**config.mk**
```make
export PLATFORM = sky130hd
export DESIGN_NAME = pw_check_ctrl
export DESIGN_NICKNAME = d
export VERILOG_FILES = /design/src/rtl/pw_check_ctrl.sv
export SDC_FILE = /design/constraint.sdc
export NUM_CORES = 1
export LEC_CHECK = 0
export ABC_AREA = 1
export BUFFER_PORTS_ARGS = -buffer_cell sky130_fd_sc_hd__buf_2
export CORE_AREA = 5 5 111 92
export DETAILED_ROUTE_END_ITERATION = 6
export DIE_AREA = 0 0 116 97
export MAX_ROUTING_LAYER = met4
export PLACE_DENSITY = 0.75
export SLEW_MARGIN = 10
export SYNTH_ARGS = -nofsm -noshare
export SYNTH_HDL_FRONTEND = slang
export SYNTH_SLANG_ARGS = --single-unit
export TNS_END_PERCENT = 50
```
**constraint.sdc**
```tcl
create_clock -name clk -period 3.47 [get_ports clk]
set_input_delay 0.1735 -clock clk [delete_from_list [all_inputs] [get_ports clk]]
set_output_delay 0.1735 -clock clk [all_outputs]
set_load 0.05 [all_outputs]
```
**src/rtl/pw_check_ctrl.sv**
```systemverilog
// Key-entry controller: gathers an 8-byte key from UART RX, checks it against SECRET,
// returns a one-byte verdict over the TX handshake and enforces a lockout after repeated failures.
module pw_check_ctrl #(
  parameter logic [63:0] SECRET         = 64'h1F6C19D35D1F6822,
  parameter logic [7:0]  RESP_OK        = 8'h59,
  parameter logic [7:0]  RESP_BAD       = 8'h4E,
  parameter int          MAX_FAIL       = 3,
  parameter int          LOCKOUT_CYCLES = 4096,
  parameter int          TIMEOUT_CYCLES = 1024
) (
  input  logic       clk,
  input  logic       rst_n,
  input  logic       rx_valid,
  input  logic [7:0] rx_data,
  input  logic       tx_ready,
  output logic       tx_valid,
  output logic [7:0] tx_data,
  output logic       unlocked,
  output logic       locked,
  output logic [3:0] fail_count
);

  localparam int TW = $clog2(TIMEOUT_CYCLES);
  localparam int LW = $clog2(LOCKOUT_CYCLES);

  typedef enum logic [1:0] {
    ST_COLLECT,
    ST_COMPARE,
    ST_SEND,
    ST_LOCKED
  } state_t;

  state_t        r_state;
  state_t        w_next_state;
  logic [2:0]    r_byte_idx;
  logic [63:0]   r_key;
  logic [TW-1:0] r_idle;
  logic [LW-1:0] r_lock_cnt;
  logic          r_tx_valid;
  logic [7:0]    r_tx_data;
  logic          r_unlocked;
  logic [3:0]    r_fail_count;

  logic          w_match;
  logic          w_timeout;
  logic          w_lock_done;
  logic          w_handshake;
  logic [3:0]    w_fail_inc;

  // Full-width equality evaluated in one cycle; no byte-wise early exit.
  assign w_match     = (r_key == SECRET);
  assign w_timeout   = (r_state == ST_COLLECT) && !rx_valid && (r_byte_idx != 3'd0) &&
                       (r_idle == TW'(TIMEOUT_CYCLES - 1));
  assign w_lock_done = (r_state == ST_LOCKED) && (r_lock_cnt == LW'(LOCKOUT_CYCLES - 1));
  assign w_handshake = r_tx_valid && tx_ready;
  assign w_fail_inc  = (r_fail_count == 4'hF) ? r_fail_count : r_fail_count + 4'd1;

  always_ff @(posedge clk or negedge rst_n) begin
    if (!rst_n) begin
      r_state <= ST_COLLECT;
    end else begin
      r_state <= w_next_state;
    end
  end

  always_comb begin
    w_next_state = r_state;
    case (r_state)
      ST_COLLECT: if (rx_valid && (r_byte_idx == 3'd7)) w_next_state = ST_COMPARE;
      ST_COMPARE: w_next_state = ST_SEND;
      ST_SEND: begin
        if (w_handshake) begin
          w_next_state = (r_fail_count >= 4'(MAX_FAIL)) ? ST_LOCKED : ST_COLLECT;
        end
      end
      ST_LOCKED:  if (w_lock_done) w_next_state = ST_COLLECT;
      default:    w_next_state = ST_COLLECT;
    endcase
  end

  always_ff @(posedge clk or negedge rst_n) begin
    if (!rst_n) begin
      r_byte_idx   <= 3'd0;
      r_key        <= 64'd0;
      r_idle       <= '0;
      r_lock_cnt   <= '0;
      r_tx_valid   <= 1'b0;
      r_tx_data    <= 8'd0;
      r_unlocked   <= 1'b0;
      r_fail_count <= 4'd0;
    end else begin
      case (r_state)
        ST_COLLECT: begin
          if (rx_valid) begin
            r_key[8*r_byte_idx +: 8] <= rx_data;
            r_byte_idx               <= r_byte_idx + 3'd1;
            r_idle                   <= '0;
          end else if (w_timeout) begin
            r_byte_idx <= 3'd0;
            r_key      <= 64'd0;
            r_idle     <= '0;
          end else if (r_byte_idx != 3'd0) begin
            r_idle <= r_idle + 1'b1;
          end else begin
            r_idle <= '0;
          end
        end
        ST_COMPARE: begin
          // Key is scrubbed as soon as it has been judged.
          r_key      <= 64'd0;
          r_tx_valid <= 1'b1;
          if (w_match) begin
            r_tx_data    <= RESP_OK;
            r_unlocked   <= 1'b1;
            r_fail_count <= 4'd0;
          end else begin
            r_tx_data    <= RESP_BAD;
            r_fail_count <= w_fail_inc;
          end
        end
        ST_SEND: begin
          if (w_handshake) r_tx_valid <= 1'b0;
          r_lock_cnt <= '0;
        end
        ST_LOCKED: begin
          if (w_lock_done) begin
            r_lock_cnt   <= '0;
            r_fail_count <= 4'd0;
          end else begin
            r_lock_cnt <= r_lock_cnt + 1'b1;
          end
        end
        default: ;
      endcase
    end
  end

  assign tx_valid   = r_tx_valid;
  assign tx_data    = r_tx_data;
  assign unlocked   = r_unlocked;
  assign locked     = (r_state == ST_LOCKED);
  assign fail_count = r_fail_count;

endmodule

```
# Word-level counts from Yosys, hierarchy flattened

Index checks and enable logic that the tools add are counted.

Flip-flop bits (word level): 105
Input bits: 12
Output and inout bits: 15

Add/subtract/negate cells: 5
Magnitude comparators: 1
Equality and inequality tests: 13
Shift-type cells: 2
Mux-type cells: 23
Reduce and logical (&&, ||, !) cells: 20

Operators by type and width:

| kind                    | number |
|---|---|
| $mux 64                 | 2 |
| $pmux 64 s2             | 1 |
| $bwmux 64               | 1 |
| $eq 64x61->1 const B    | 1 |
| $shift 8x34->64 const A | 1 |
| $shiftx 8x34->64        | 1 |
| $neg 6->34              | 1 |
| $mux 10                 | 3 |
| $pmux 12 s2             | 1 |
| $add 12x1->12 const B   | 1 |
| $eq 12x12->1 const B    | 1 |
| $mux 12                 | 1 |
| $mux 4                  | 3 |
| $add 10x1->10 const B   | 1 |
| $eq 10x10->1 const B    | 1 |
| $reduce_bool 2->1       | 5 |
| $mux 2                  | 4 |
| $pmux 2 s4              | 1 |
| $pmux 4 s2              | 1 |
| $reduce_and 2->1        | 4 |
| $logic_and 1x1->1       | 6 |
| $mux 3                  | 2 |
| $ne 3x3->1 const B      | 2 |
| $reduce_and 3->1        | 2 |
| other kinds (15)        | 17 |

# Logic depth before layout (Yosys ltp)

Gate-level depths: netlist of the first run.

Depth after elaboration: 7
Mapped depth: 13

# Worst setup path before layout of the first run

No wires, ideal clock.

Path kind: reg-to-reg
Start: register r_byte_idx[0]
End: register r_key[24]
Arrival: 2.281 ns
Data required time: 3.353 ns
Path slack: 1.072 ns
Cell stages (with the launch flop): 11
Period minus slack after synthesis: 2.398 ns
Path through: dfrtp_1 -> clkbuf_1 -> inv_1 -> ha_1 -> ha_1 -> clkbuf_1 -> nand2_1 -> nor2_1 -> o21ai_2 -> nand2_1 -> nand2_1

Cells in the longest elaborated chain, start to end: 5
Elaborated cells on any way between the ends: 11
Those cells by class: 1 x add/sub; 1 x eq/ne; 2 x shift; 3 x mux; 4 x reduce/logical

Ends and longest elaborated chain:

| item                                            | RTL line | source |
|---|---|---|
| start: declaration                              | 35       | `logic [2:0] r_byte_idx;` |
| start signal: assignment                        | 96       | `r_byte_idx <= r_byte_idx + 3'd1;` |
| $neg 6->34 or $reduce_bool 3->1 (tied branches) | 95, 52   |  |
| $shiftx 8x34->64, or another cell as far along  | 95       | `r_key[8*r_byte_idx +: 8] <= rx_data;` |
| $bwmux 64 or $logic_and 1x1->1 (tied branches)  | 95, 52   |  |
| $mux 64 or $ne 3x3->1 (tied branches)           | --       |  |
| $pmux 64 s2 or $reduce_and 2->1 (tied branches) | --       |  |
| end signal: indexed assignment                  | 95       |  |
| end: declaration                                | 36       | `logic [63:0] r_key;` |

Parallel ways exist; a longest one is shown, timed or not.
A chain may end at the register's enable or synchronous reset.

# Worst setup path in the final report of the first run

Start: register r_byte_idx[0]
End: register r_key[33]

The elaborated chain is that of the path after synthesis.

==> impl_metrics.yaml, run 1 <==
run_status:
  outcome: "finished clean"
worst_setup_path:
  r2r_slack_ns: 0.67
  cp-start-kind: "register"
  arrival_ns: 3.02
  end_kind: "register"
  critical_path.max_fanout: 20
  worst-setup-path-type: "reg2reg"
  worstPathRequired_ns: 3.69
clock_network:
  ctsResizeCount: 0
  cts_root_buf: "clkbuf_16"
  cts_tree: "built"
  htreeDepth: 3
  clk_pin_slew_ns: 0.07
  cts_buffers: 9
  cts.path.max_buffers: 2
  clk-insertion-delay-late_ns: 0.34
  ctsHoldBuffers: 1
  post_cts_buffers: 0
  clock_sinks: 100
floorplanning:
  die-width_microns: 116
  start_util_pct: 57.2
  core_area_sq_mm: 0.00892
  rows: 31
  io_pins: 27
  die-area_sq_mm: 0.0113
  die_y_microns: 97
timing:
  hold_ws_ns: 0.133
  hold_viol_final: 0
  min_period_ns: 2.80
  fmax_mhz: 357
  setup_viol: 0
  final_max_slew_viol_count: 0
  slew-limit-headroom_pct: 57.9
  tightest_slew_ns: 0.628
  finClkSkew_ns: 0.00995
  fin_crit_sh_pct: 80.6
  setup_tns_ns: 0
  rsz0062_at_grt: "no"
run:
  cap_violations: 0
layout:
  area_growth_pct: 9.95
  final_layout_size_suffix_gt1_share_pct: 10.6
  diodes: 0
  nNetsFinal: 699
  nFillCells: 779
  stdcell_count: 797
routing:
  route.detailed.drc: 0
  drt_iter0_drc: 422
  dr.pass1.iters: 5
  wirelength_microns: 11000
  vias: 4201
  post_drt_wl_per_cell_microns: 13.8
  vias_per_cell: 5.27
  postRouteAntennaNets: 0
global_route:
  first_global_vias: 4101
  overflow: 0
  antenna_found_initial: 0
  grt_max_degree: 41
  grt_use_total_pct: 21.7
  grt_pass1_wl_microns: 19200
synthesis:
  avgSynthCellArea_sq_um: 7.83
  synth_top_family_by_area: "simple AND/OR/NAND/NOR gates"
  synth-simple-area-share_pct: 34.8
  synth_compound_area_share_pct: 5.47
  ys_ff_latch: 100
  synthDistinctLibCells: 36
  synthXorXnorAreaFrac_pct: 2.40
  synth_fa_ha_area_share_pct: 2.45
  yosys_warnings: 0
  synthesis.area_sq_mm: 0.00510
  yosysSeqAreaShare_pct: 49.0
  synthMuxAreaShare_pct: 0
  syn_inst: 652
power:
  ir_drop_mv: 0.331
  power_density_mw_per_mm2: 402
  p_leak_nw: 2.84
min_path:
  hold_class: "in2reg"
placed_design:
  gp_congestion: 0.938
  dp_hpwl_microns: 8160
  port_buffers: 24
  dp.cells: 780
## where the power goes
group          switching [mW]  leakage, nW  internal [mW]
logic                  0.0650         1.39         0.0157
registers             0.00272         1.31           1.17
clock network           0.425        0.138          0.580
## worst max-delay path: stages, from the launching register on
cell      delay [ns]
dfrtp_1         0.66
inv_1           0.15
ha_1            0.25
ha_1            0.29
nand3b_1        0.20
nand2_1         0.10
nand3_2         0.11
nand2_2         0.42
nand2_2         0.30
nand2_1         0.14
o21ai_1         0.06
## routing by layer
layer	vias to the layer above	routed length, microns	global-route usage [%]
met3	8	693	6.05
li1	2104	-	-
met5	-	0	-
met2	124	4930	31.6
met1	1965	5320	30.7
met4	0	86	4.37
## cell usage in the layout, fill, tap and decap left out, types with 9 or more instances in the layout
cell type  instances
clkbuf_16          9
nand2_1          270
dfrtp_1          100
nor2_1            67
buf_2             23
ha_1              10
xor2_1            13
nand3_1           20
a21oi_1           10
inv_1             49
o21ai_0           13
nand4_1           21
## cell usage after synthesis
cell,count,share of area [%]
or2_2,4,0.49
inv_1,49,3.6
nand2_2,3,0.37
o21ai_2,4,0.69
ha_1,10,2.5
nand3_2,3,0.59
or3_1,8,0.98
buf_8,1,0.29
buf_1,1,0.073
o211ai_1,1,0.15
nand4_1,21,2.6
o21ai_1,8,0.78
inv_2,1,0.073
dfrtp_1,100,49
buf_2,4,0.39
o21ai_0,13,1.3
o21ai_4,2,0.64
o22ai_1,4,0.49
nor3_4,1,0.32
nor3_2,3,0.59
o31ai_1,2,0.29
nor2_2,5,0.61
clkbuf_1,3,0.22
xor2_1,13,2.2
conb_1,1,0.073
nor2_1,67,4.9
nand3_1,20,2.0
xnor2_1,1,0.17
nor2_4,3,0.66
a21oi_1,10,0.98
nand2_1,270,20
buf_4,6,0.88
nand3b_1,2,0.29
buf_6,1,0.22
a32oi_1,1,0.17
nor3_1,6,0.59
## kinds of logic (layout without fill, tap and decap cells)
kind of cell    count (synthesis)  in the layout
compound gates                 45             45
xor+xnor                       14             14
fa+ha+maj                      10             10
buf+inv                        66             95
flops                         100            100
other cells                     1              2
simple gates                  416            416
## worst paths after layout
check / start / end / cells past startpoint
worst min-delay path: rx_valid / r_byte_idx[2] / 3
worst max-delay path: r_byte_idx[0] / r_key[33] / 10
worst max register to register: r_byte_idx[0] / r_key[33] / 10
min in group asynchronous: rst_n / r_lock_cnt[2] / 2
max in group asynchronous: rst_n / r_key[53] / 3
worst min register to register: r_key[13] / r_key[13] / 2
## layout make-up
| class | instances | area, sq um | area share, % |
|---|---|---|---|
| flip-flops and latches | 100 | 2500 | 44.6 |
| multi-input cells | 487 | 2310 | 41.2 |
| clock buffers | 11 | 243 | 4.33 |
| inverters | 50 | 188 | 3.34 |
| repair buffers | 29 | 163 | 2.90 |
| well taps | 115 | 144 | 2.56 |
| clock inverters | 5 | 61.3 | 1.09 |
## state kept, by name, summed over array words and instances, names as in the netlist
signal / cells
r_key: 64
r_lock_cnt: 12
r_idle: 10
fail_count: 4
r_byte_idx: 3
tx_data: 3
r_state: 2
tx_valid: 1
unlocked: 1
## metrics by stage
stage / power, mW / instance area [sq um] / worst slack [ns] / util (%)
4_1_cts: 2.27 / 5610 / 0.714 / 62.9
3_5_place_dp: 1.27 / 5300 / 0.740 / 59.4
2_1_floorplan: 1.23 / 5110 / 1.07 / -
3_3_place_gp: 1.27 / 5300 / 0.898 / 59.4
6_report: 2.25 / 5610 / 0.672 / 62.9
5_1_grt: 2.34 / 5610 / 0.439 / 62.9
(Power assumes the default switching activity.)
==> run 2, diff against run 1 <==
Settings changed: CORE_AREA 5 5 111 92 to 5 5 114 95, DIE_AREA 0 0 116 97 to 0 0 119 100, PLACE_DENSITY 0.75 to 0.74.
Clock period 3.47 ns to 2.4 ns, I/O delays scaled along.
==> run 2 against run 1 <==
Against the previous run:
- sequential power rose by 44%
- maximum frequency rose by 29%
- worst hold slack got worse by 0.064 ns
- register-to-register slack worse by 0.44 ns
- global-route usage shrank 0.86 points
- via count shrank 0.36%
- die area is 5.8% higher
- clock skew shrank 0.0027 ns
==> impl_metrics.yaml, run 2 (synthesized netlist as in run 1, its figures left out) <==
run_status:
  outcome: "finished clean"
timing:
  rsz0062_at_grt: "no"
  final_max_slew_viol_count: 0
  min_period_ns: 2.16
  tightest_slew_ns: 0.515
  setup_tns_ns: 0
  fmax_mhz: 462
  hold_ws_ns: 0.0682
  slew-limit-headroom_pct: 65.7
  setup_viol: 0
  finClkSkew_ns: 0.00723
  fin_crit_sh_pct: 90.2
  hold_viol_final: 0
floorplanning:
  rows: 32
  core_area_sq_mm: 0.00945
  die-area_sq_mm: 0.0119
  die_y_microns: 100
  die-width_microns: 119
  io_pins: 27
  start_util_pct: 54.0
layout:
  top_register: "r_key"
  largestRegisters: "r_key (64), r_lock_cnt (12), r_idle (10)"
  nFillCells: 838
  stdcell_count: 809
  multi_input_area_sq_mm: 0.00232
  largest_reg_flops: 64
  final_core_util_pct: 60.4
  final_layout_size_suffix_gt1_share_pct: 11.6
  design_area_sq_mm: 0.00570
  seqCellArea_sq_mm: 0.00250
  nNetsFinal: 707
  layout_commonest_cell: "nand2_1"
  diodes: 0
  final_cell_mix: "nand2_1 (269), dfrtp_1 (100), nor2_1 (67)"
  area_growth_pct: 11.7
global_route:
  grt_max_degree: 44
  grt_use_total_pct: 20.9
  overflow: 0
  grt_pass1_wl_microns: 19600
  antenna_found_initial: 0
  first_global_vias: 4076
clock_network:
  cts_root_buf: "clkbuf_16"
  clk-insertion-delay-late_ns: 0.34
  htreeDepth: 3
  cts.path.max_buffers: 2
  cts_tree: "built"
  clk_pin_slew_ns: 0.06
  post_cts_buffers: 0
  clock_sinks: 100
  cts_buffers: 9
routing:
  route.detailed.drc: 0
  post_drt_wl_per_cell_microns: 13.7
  vias_per_cell: 5.17
  postRouteAntennaNets: 0
  dr.pass1.iters: 5
  drt_iter0_drc: 366
  vias: 4186
  wirelength_microns: 11100
power:
  p_leak_nw: 2.90
  power_density_mw_per_mm2: 576
  ir_drop_mv: 0.448
worst_setup_path:
  rr_worst_depth: 8
  critical_path.max_fanout: 12
  end_kind: "register"
  crit_end: "r_key[14]"
  setup.worst_path.start: "r_byte_idx[1]"
  worst-setup-path-type: "reg2reg"
  timing.rr.end: "r_key[14]"
  cp-start-kind: "register"
  arrival_ns: 2.39
  r2r_slack_ns: 0.24
  worstPathRequired_ns: 2.63
  reg2reg_from: "r_byte_idx[1]"
placed_design:
  port_buffers: 24
  dpl_cell_area_sq_mm: 0.00538
  gp_congestion: 0.906
  dp.cells: 792
  dp_hpwl_microns: 8240
run:
  cap_violations: 0
min_path:
  hold_class: "in2reg"
## run 2: cell count changes in the layout (fill, tap and decap cells not counted)
cell        before  now
nand2_1        270  269
clkinvlp_4       3    2
nand2_2          3    2
nand2_4          0    2
clkbuf_8         1    2
clkbuf_1         1    2
buf_12           0    1
buf_4            5   12
clkinv_4         1    0
## run 2: worst min path at each step
| stage | end | from | cells after the start | slack, ns |
|---|---|---|---|---|
| global route | r_key[4] | rx_data[4] | 3 | 0.07 |
| finish | r_key[2] | rx_data[2] | 3 | 0.07 |
| detailed placement | r_lock_cnt[9] | rst_n | 1 | 0.005 |
| global placement | r_lock_cnt[9] | rst_n | 1 | 0.005 |
| CTS | r_key[4] | rx_data[4] | 3 | 0.06 |
| floorplan | fail_count[0] | rst_n | 0 | -0.18 |
## run 2: repair_timing
action                                  CTS  global route
endpoints found under the setup margin    0            44
endpoints found under the hold margin    59             0
hold buffers                              1             0
resized for setup                         0             3
## run 2: area by class of cell
type / instances / share of cell area [%]
Clock buffer: 13 / 4.56
Inverter: 50 / 3.29
Clock inverter: 3 / 0.790
Tap cell: 119 / 2.61
Sequential cell: 100 / 43.9
Multi-Input combinational cell: 487 / 40.7
Timing Repair Buffer: 37 / 4.12
## run 2: power breakdown
part / total, mW / internal (mW) / switching, mW
registers: 1.69 / 1.69 / 0.000466
clock network: 1.47 / 0.866 / 0.605
logic: 0.127 / 0.0280 / 0.0992
total: 3.28 / 2.58 / 0.705
## run 2: critical path, cell delays in order (launching register included)
cell and delay, ns:
dfrtp_1 0.46, inv_1 0.10, ha_1 0.21, ha_1 0.41, nand2_2 0.18, nor2_2 0.40
o21ai_4 0.15, nand2_1 0.09, nand2_1 0.05
## run 2: per-layer routing
layer / part of all wire (%) / up-vias / routed length [microns] / global-route usage (%)
met5: 0 / - / 0 / -
met3: 5.1 / 7 / 568 / 5.07
met1: 49 / 1976 / 5450 / 29.4
met4: 0.81 / 0 / 90 / 4.27
met2: 45 / 88 / 5010 / 31.0
li1: - / 2115 / - / -
## run 2: per-stage QoR
stage                     total power, mW  setup WS, ns
after floorplan                      1.77       0.00183
after global placement               1.84         0.265
after detailed placement             1.84         0.154
after CTS                            3.32        0.0934
after global routing                 3.42        0.0558
final                                3.28         0.235
==> run 3, diff against run 2 <==
Settings changed: CORE_AREA 5 5 114 95 to 5 5 88 122, DIE_AREA 0 0 119 100 to 0 0 93 127.
==> run 3 against run 2 <==
Against the previous run:
- cell count fell by 1.4%
- worst hold slack improved by 0.0049 ns
- core utilization fell by 0.077 points
- sequential cell count did not move
- global-route usage fell by 0.12 points
- via count rose by 0.14%
- highest routed layer unchanged
- combinational power barely moved
==> impl_metrics.yaml, run 3 (synthesized netlist as in run 1, its figures left out) <==
placed_design:
  gp_congestion: 0.962
  dp_hpwl_microns: 8280
  port_buffers: 24
layout:
  largestRegisters: "r_key (64), r_lock_cnt (12), r_idle (10)"
  final_layout_size_suffix_gt1_share_pct: 11.6
  area_growth_pct: 11.7
  largest_reg_flops: 64
  diodes: 0
  nFillCells: 840
  top_register: "r_key"
  layout_commonest_cell: "nand2_1"
  final_cell_mix: "nand2_1 (269), dfrtp_1 (100), nor2_1 (67)"
  nNetsFinal: 705
  final_core_util_pct: 60.3
routing:
  wl_met2_microns: 5530
  wl_met3_microns: 429
  wl_met1_microns: 4660
  post_drt_wl_per_cell_microns: 13.7
  wirelength_microns: 10900
  topRoutingLayerUsed: "met4"
  postRouteAntennaNets: 0
  vias_per_cell: 5.25
  dr.pass1.iters: 5
  vias: 4192
  route.detailed.drc: 0
  drt_iter0_drc: 250
floorplanning:
  rows: 42
  io_pins: 27
  die-area_sq_mm: 0.0118
  die_y_microns: 127
  core_area_sq_mm: 0.00946
  start_util_pct: 54.0
  die-width_microns: 93
run_status:
  outcome: "finished clean"
min_path:
  hold_path_depth: 3
  min_to: "r_byte_idx[2]"
  hold_class: "in2reg"
  worstHoldStart: "rx_valid"
clock_network:
  cts_root_buf: "clkbuf_16"
  clock_sinks: 100
  clk_pin_slew_ns: 0.07
  cts_tree: "built"
  cts.path.max_buffers: 2
  clk-insertion-delay-late_ns: 0.34
  htreeDepth: 3
  cts_buffers: 9
global_route:
  first_global_vias: 4067
  overflow: 0
  antenna_found_initial: 0
  grt_use_total_pct: 20.7
  grt_max_degree: 53
  grt_pass1_wl_microns: 19000
power:
  ir_drop_mv: 0.299
  power_density_mw_per_mm2: 589
  p_leak_nw: 2.89
timing:
  finClkSkew_ns: 0.00675
  setup_tns_ns: 0
  min_period_ns: 2.17
  fin_crit_sh_pct: 90.5
  slew-limit-headroom_pct: 61.0
  setup_viol: 0
  rsz0062_at_grt: "no"
  hold_viol_final: 0
  tightest_slew_ns: 0.583
  fmax_mhz: 460
  final_max_slew_viol_count: 0
worst_setup_path:
  max_stage_delay_ns: 0.46
  r2r_slack_ns: 0.23
  arrival_ns: 2.39
  setup.worst_path.start: "r_byte_idx[1]"
  end_kind: "register"
  critical_path.max_fanout: 16
  timing.rr.end: "r_key[38]"
  worstPathRequired_ns: 2.62
  crit_chain: "inv_1, ha_1, ha_1, nand2_2, o21ai_0, nand2_2, nand2_1, o21ai_1"
  cp-start-kind: "register"
  reg2reg_from: "r_byte_idx[1]"
  rr_worst_depth: 8
  worst-setup-path-type: "reg2reg"
  crit_buf_inv: 1
  critPathSlowestCell: "dfrtp_1"
  cpLargestDelayFamily: "adder cells"
run:
  cap_violations: 0
==> run 3: area by class of cell <==
type                       count  area [sq um]  share of cell area, %
sequential                   100          2500                   43.9
multi-input combinational    487          2330                   40.8
clock buffer                  10           239                   4.19
timing repair buffer          35           220                   3.86
inverter                      50           188                   3.29
tap                          110           138                   2.41
clock inverter                 6          87.6                   1.54
==> run 3: repair_timing <==
action                                  in CTS  in global routing
gates resized for setup                      0                  3
hold buffers                                 1                  0
endpoints found under the setup margin       0                 56
endpoints found under the hold margin       66                  0
buffers inserted                             0                  0
==> run 3: worst register-to-register path, stage by stage (launching register included) <==
cell     delay, ns
dfrtp_1       0.46
inv_1         0.10
ha_1          0.21
ha_1          0.43
nand2_2       0.19
o21ai_0       0.24
nand2_2       0.22
nand2_1       0.12
o21ai_1       0.07
==> run 3: stage by stage <==
| stage | setup WS (ns) | cells | area [sq um] | hold WS (ns) | total power [mW] |
|---|---|---|---|---|---|
| after floorplan | 0.00183 | 653 | 5110 | -0.176 | 1.77 |
| after global placement | 0.209 | 781 | 5350 | -0.00656 | 1.84 |
| after detailed placement | 0.0398 | 781 | 5350 | 0.00201 | 1.84 |
| after CTS | 0.0239 | 798 | 5690 | 0.0651 | 3.40 |
| after global routing | 0.0400 | 798 | 5700 | 0.0844 | 3.49 |
| final | 0.228 | 798 | 5700 | 0.0731 | 3.36 |
==> run 3: worst max path at each step <==
stage / endpoint / depth (start not counted)
finish: r_key[38] / 8
global route: r_key[35] / 8
CTS: r_key[38] / 10
detailed placement: r_key[38] / 10
global placement: r_key[33] / 10
floorplan: r_key[24] / 10
==> run 3: layer usage <==
metal	track usage, %	up-vias
li1	-	2113
met1	25.8	1960
met2	33.7	98
met3	4.18	21
met4	7.51	0
met5	-	-
==> run 3: power breakdown <==
group	internal [mW]	switching, mW	total, mW
clock	0.939	0.610	1.55
sequential	1.69	0.000416	1.69
combinational	0.0280	0.0962	0.124
total	2.65	0.707	3.36
